==> src/rtl/csa_pkg.sv <==
`timescale 1ns / 1ps
// Shared types and helpers for the carry-save resolver.
//   state_e      : resolver FSM states
//   DefaultW     : default operand width
//   DefaultChunk : default bits added per cycle
//   chunk_count  : number of add cycles for a given width and chunk size
//   idx_width    : width of the chunk index counter (at least 1 bit)
package csa_pkg;

  typedef enum logic [1:0] {
    StIdle,
    StAdd,
    StDone
  } state_e;

  localparam int unsigned DefaultW     = 32;
  localparam int unsigned DefaultChunk = 8;

  function automatic int unsigned chunk_count(input int unsigned w, input int unsigned chunk);
    return w / chunk;
  endfunction

  function automatic int unsigned idx_width(input int unsigned n);
    return (n > 1) ? $clog2(n) : 1;
  endfunction

endpackage

==> src/rtl/chunk_adder.sv <==
`timescale 1ns / 1ps
// Purely combinational CHUNK-bit adder with carry in and carry out.
//   a, b : addends
//   cin  : carry in
//   s    : CHUNK-bit sum
//   cout : carry out of the top bit
module chunk_adder #(
  parameter int unsigned CHUNK = 8
) (
  input  logic [CHUNK-1:0] a,
  input  logic [CHUNK-1:0] b,
  input  logic             cin,
  output logic [CHUNK-1:0] s,
  output logic             cout
);

  always_comb begin
    {cout, s} = {1'b0, a} + {1'b0, b} + {{CHUNK{1'b0}}, cin};
  end

endmodule

==> src/rtl/csa_resolver.sv <==
`timescale 1ns / 1ps
// Multi-cycle carry-save to binary resolver.
// Latches one (sum, carry) pair, adds it CHUNK bits per cycle with a registered
// inter-chunk carry, then holds the W+2 bit binary result until it is taken.
//   clk_100mhz : clock, rising edge
//   reset      : asynchronous active-high reset
//   s_valid    : input pair valid
//   s_ready    : resolver idle and able to accept a pair
//   s_sum      : sum vector, bit i weight 2^i
//   s_carry    : carry vector, bit i weight 2^(i+1)
//   m_valid    : result valid
//   m_ready    : downstream takes the result
//   m_data     : s_sum + 2*s_carry
module csa_resolver
  import csa_pkg::*;
#(
  parameter int unsigned W     = DefaultW,
  parameter int unsigned CHUNK = DefaultChunk
) (
  input  logic         clk_100mhz,
  input  logic         reset,
  input  logic         s_valid,
  output logic         s_ready,
  input  logic [W-1:0] s_sum,
  input  logic [W-1:0] s_carry,
  output logic         m_valid,
  input  logic         m_ready,
  output logic [W+1:0] m_data
);

  localparam int unsigned N    = chunk_count(W, CHUNK);
  localparam int unsigned IdxW = idx_width(N);
  localparam logic [IdxW-1:0] LastIdx = IdxW'(N - 1);

  if ((W % CHUNK) != 0 || W < CHUNK) begin : g_bad_params
    $fatal(1, "csa_resolver: W must be a non-zero multiple of CHUNK");
  end

  state_e          state_q, state_d;
  logic [IdxW-1:0] idx_q, idx_d;
  logic            cy_q, cy_d;
  // Operands are W+1 bits: A = {0, sum}, B = {carry, 0}.
  logic [W:0]      a_q, a_d;
  logic [W:0]      b_q, b_d;
  logic [W+1:0]    data_q, data_d;

  logic [31:0]      chunk_off;
  logic [CHUNK-1:0] chunk_a;
  logic [CHUNK-1:0] chunk_b;
  logic [CHUNK-1:0] chunk_s;
  logic             chunk_cout;

  // Select the chunk currently being added.
  always_comb begin
    chunk_off = 32'(idx_q) * CHUNK;
    chunk_a   = a_q[chunk_off +: CHUNK];
    chunk_b   = b_q[chunk_off +: CHUNK];
  end

  chunk_adder #(
    .CHUNK (CHUNK)
  ) u_chunk_adder (
    .a    (chunk_a),
    .b    (chunk_b),
    .cin  (cy_q),
    .s    (chunk_s),
    .cout (chunk_cout)
  );

  // FSM state register.
  always_ff @(posedge clk_100mhz or posedge reset) begin
    if (reset) begin
      state_q <= StIdle;
    end else begin
      state_q <= state_d;
    end
  end

  // FSM next state.
  always_comb begin
    state_d = state_q;
    unique case (state_q)
      StIdle: if (s_valid) state_d = StAdd;
      StAdd:  if (idx_q == LastIdx) state_d = StDone;
      StDone: if (m_ready) state_d = StIdle;
      default: state_d = StIdle;
    endcase
  end

  // FSM outputs, decoded from the state register only.
  always_comb begin
    s_ready = (state_q == StIdle);
    m_valid = (state_q == StDone);
  end

  // Datapath next state.
  always_comb begin
    a_d    = a_q;
    b_d    = b_q;
    idx_d  = idx_q;
    cy_d   = cy_q;
    data_d = data_q;
    unique case (state_q)
      StIdle: begin
        if (s_valid) begin
          a_d   = {1'b0, s_sum};
          b_d   = {s_carry, 1'b0};
          idx_d = '0;
          cy_d  = 1'b0;
        end
      end
      StAdd: begin
        data_d[chunk_off +: CHUNK] = chunk_s;
        cy_d  = chunk_cout;
        idx_d = idx_q + 1'b1;
        if (idx_q == LastIdx) begin
          // Top operand bits plus the final chunk carry fill the two MSBs.
          data_d[W+1:W] = {1'b0, a_q[W]} + {1'b0, b_q[W]} + {1'b0, chunk_cout};
          idx_d = '0;
        end
      end
      default: ;
    endcase
  end

  // Datapath registers.
  always_ff @(posedge clk_100mhz or posedge reset) begin
    if (reset) begin
      idx_q  <= '0;
      cy_q   <= 1'b0;
      a_q    <= '0;
      b_q    <= '0;
      data_q <= '0;
    end else begin
      idx_q  <= idx_d;
      cy_q   <= cy_d;
      a_q    <= a_d;
      b_q    <= b_d;
      data_q <= data_d;
    end
  end

  assign m_data = data_q;

endmodule
==> config.mk <==
export PLATFORM = sky130hd
export DESIGN_NAME = csa_resolver
export DESIGN_NICKNAME = d
export VERILOG_FILES = /design/src/rtl/csa_pkg.sv /design/src/rtl/chunk_adder.sv /design/src/rtl/csa_resolver.sv
export SDC_FILE = /design/constraint.sdc
export NUM_CORES = 1
export LEC_CHECK = 0
export CAP_MARGIN = 15
export CORE_UTILIZATION = 44
export CTS_CLUSTER_DIAMETER = 30
export CTS_CLUSTER_SIZE = 24
export DETAILED_ROUTE_END_ITERATION = 10
export HOLD_SLACK_MARGIN = 0.15
export PLACE_DENSITY = 0.75
export SLEW_MARGIN = 20
export SYNTH_ARGS = -nofsm -noshare
export SYNTH_HDL_FRONTEND = slang
export SYNTH_SLANG_ARGS = --single-unit
==> constraint.sdc <==
create_clock -name clk_100mhz -period 4.55 [get_ports clk_100mhz]
set_input_delay 0.455 -clock clk_100mhz [delete_from_list [all_inputs] [get_ports clk_100mhz]]
set_output_delay 0.455 -clock clk_100mhz [all_outputs]
set_load 0.02 [all_outputs]
==> results.md <==
- Share of post-route cells with drive strength above 1: approximately a quarter
- H-tree levels: 3
- Reg clk slew, reported paths: roughly 0.1 ns
- Register area share after synthesis: 54.7%
- Initial antenna violation count: 0
- Vias per inst: roughly 5.4
- Peak VDD IR: approximately 520 µV
- Pwr dens: between 800 and 900 mW/mm²
- CP max-delay cell: mux4_2
- Num Clock Sinks: slightly above 100
- Pre-antenna DRT Iters: 4
- Full die area: about 0.011 mm²
- Deepest clock path buffer count: 2
- MaxCap Viol Count: 0
- Most frequent cells in the layout: 103 x dfrtp_1, 103 x clkdlybuf4s50_1, 64 x mux2_2, 28 x a22o_1
- Ys async rst share: between 90% and 100%
- Type of the most critical hold path: flop to flop
- CTS Buf Count: 9
- Layout area overhead: 28.4%
- Synth Instances: between 300 and 400
- Worst slew pin tran: approximately 0.90 ns
- Clk_lat worst skew: 0.36 ns
- Nets: between 500 and 600
- R2r startpoint: idx_q[0]
- Root Buffer: clkbuf_8
- Largest delay contributor family on the critical path: adder cells
- Largest net degree at the start of global routing: 70
- PostCTS Resize Cnt: 0
- Total GRT Usage: 18.6%
- Number of global-route vias before repair: roughly 3.2k
- CTS tree: done
- R2r setup slk: roughly 0.93 ns
- Slew HR: between 30% and 40%
- Min Tclk post-route: 3.62 ns
- Most area-hungry cell type in the Yosys netlist: dfrtp_1
- I/O pin count: approximately 100
- Post-Syn Area per Cell: about 15 µm²
- Setup Buffers After CTS: 0
- RSZ-0062 raised after global routing: false
- IO Port Bufs: a little over 100
- Worst Skew: between 0.01 and 0.015 ns
- Crit path buf inv count: 1
- Die Ht: around 110 µm
- Largest cells by area after synthesis: dfrtp_1 55%, mux2_2 15%, mux4_2 7.2%
- Status: complete, no violations
- FF-to-FF path depth: 11
- DP HPWL: slightly above 7 mm
- Hold depth: 2
- Fin Hold WS: between 0.5 and 0.6 ns
- Initial DRC count: between 90 and 100
- Cell Chain, Critical Path: buf_4 > mux4_2 > fa_1 > fa_1 > a21o_1 > a221oi_2 > o21bai_1 > a21o_1 > ha_1 > a22oi_1 > o21ai_0
- DRC errors left: 0
- Fill cells: 863
- Antenna diode count: 0
- GP Congestion: between 0.7 and 0.8
- WP data required: 4.79 ns
- Pleak: ~2.6 nW
- Number of synthesized register bits: 103
- Hold Violations, Final: 0
- DRT Wirelength: between 9 and 10 mm
- Core area: around 0.010 mm²
- Ys flop type: dfrtp_1
- Setup TNS: 0 ns
- CP peak stage delay: about 0.55 ns
- Remaining global-route overflow: 0
- Post-synth EDFFs: 0
- Slew Limit Fails: 0
- CP arrival: roughly 3.9 ns
- DR WL met3: between 400 and 500 µm
- Row cnt: 37
- Cts-stage hold buffer count: 0
- First-pass GRT wire length: about 16 mm
- Post-synthesis cell area: between 0.004 and 0.005 mm²
- Synth Net Count: 406
- Highest metal used: met4
- Critical Path Sink Type: flop
- Yosys Warn Count: 0
- Library cells used by synthesis: 38
- Total length of routed met2 wires: approximately 4.8 mm
- Min-delay src: m_data[15]
- Crit-path max FO: 12
- Critical path type: flop to flop
- M1 WL: about 4.3 mm
- Yosys top cell area share: roughly 55%
- Antenna Nets Post-Route: 0
- Worst reg2reg path endpoint: m_data[32]
- Sink of the worst hold path: m_data[15]
- Initial Utilization: between 40% and 50%
- Setup violators final: 0
- Final Cycle Share: 79.5%
- Fmax: between 200 and 300 MHz
- Chip width: 105 µm
- Wire length per cell: 17.0 µm
- CP Launch Type: flop
- Vias: 3041
stage by stage:
step	power [mW]	setup WS [ns]	cell area, µm²	utilization (%)	std cells
6_report	4.91	0.931	6050	58.3	567
5_1_grt	5.25	0.750	6050	58.3	567
4_1_cts	4.95	0.935	6050	58.3	567
3_5_place_dp	4.42	0.952	5870	56.6	551
3_3_place_gp	4.33	1.06	5870	56.6	551
2_1_floorplan	3.52	1.09	4710	-	321
cell usage after synthesis, types with 4 or more instances:
library cell and count:
o21ai_0 7, nand2_1 14, ha_1 15, dfrtp_1 103, nor2_1 7, mux2_2 64
buf_4 6, xnor2_1 4, buf_2 5, a21o_1 4, a22o_1 28, inv_1 7
mux4_2 15, o31ai_1 4
sequential cells by signal (all words and copies together) (netlist names):
name,cells
m_data,34
a_q,32
b_q,32
idx_q,2
state_q,2
cy_q,1
worst register-to-register path, cell delays in order, from the launching register on:
cell and delay, ns:
dfrtp_1 0.43, buf_4 0.28, mux4_2 0.55, fa_1 0.46
fa_1 0.42, a21o_1 0.19, a221oi_2 0.29, o21bai_1 0.10
a21o_1 0.21, ha_1 0.28, a22oi_1 0.19, o21ai_0 0.09
worst max-delay path by stage:
stage,start,to,slack [ns],cells after the start
after global placement,idx_q[0],m_data[32],1.06,11
final,idx_q[0],m_data[32],0.93,11
after CTS,idx_q[0],m_data[32],0.93,11
after global routing,idx_q[0],m_data[32],0.75,11
after floorplan,idx_q[0],m_data[32],1.09,11
after detailed placement,idx_q[0],m_data[32],0.95,11
where the power goes:
part	internal [mW]	switching (mW)
sequential	1.32	0.245
combinational	1.28	1.54
clock	0.208	0.322
total	2.81	2.11
kinds of logic (layout without fill, tap and decap cells):
group,after synthesis,count (layout),share of synthesized area [%]
muxes,81,81,22.9
xor gates and xnor gates,5,5,0.929
buffers and inverters,22,132,2.52
adders and majority gates,17,17,4.83
AOI/OAI and AO/OA,56,56,9.35
DFF,103,103,54.7
and+or+nand+nor,37,37,4.78
final cells by class:
| class | count | area (µm²) | share of cell area [%] |
|---|---|---|---|
| sequential | 103 | 2580 | 42.6 |
| multi-input combinational | 196 | 2020 | 33.3 |
| timing repair buffer | 109 | 1080 | 17.8 |
| tap | 136 | 170 | 2.81 |
| clock buffer | 10 | 128 | 2.11 |
| clock inverter | 6 | 51.3 | 0.848 |
| inverter | 7 | 28.8 | 0.476 |
metal layers:
metal	vias up	track usage (%)
met5	-	0
li1	1418	-
met4	0	4.23
met1	1536	24.5
met2	80	32.0
met3	7	3.53
Note: power is estimated with default switching activity, not from simulation.
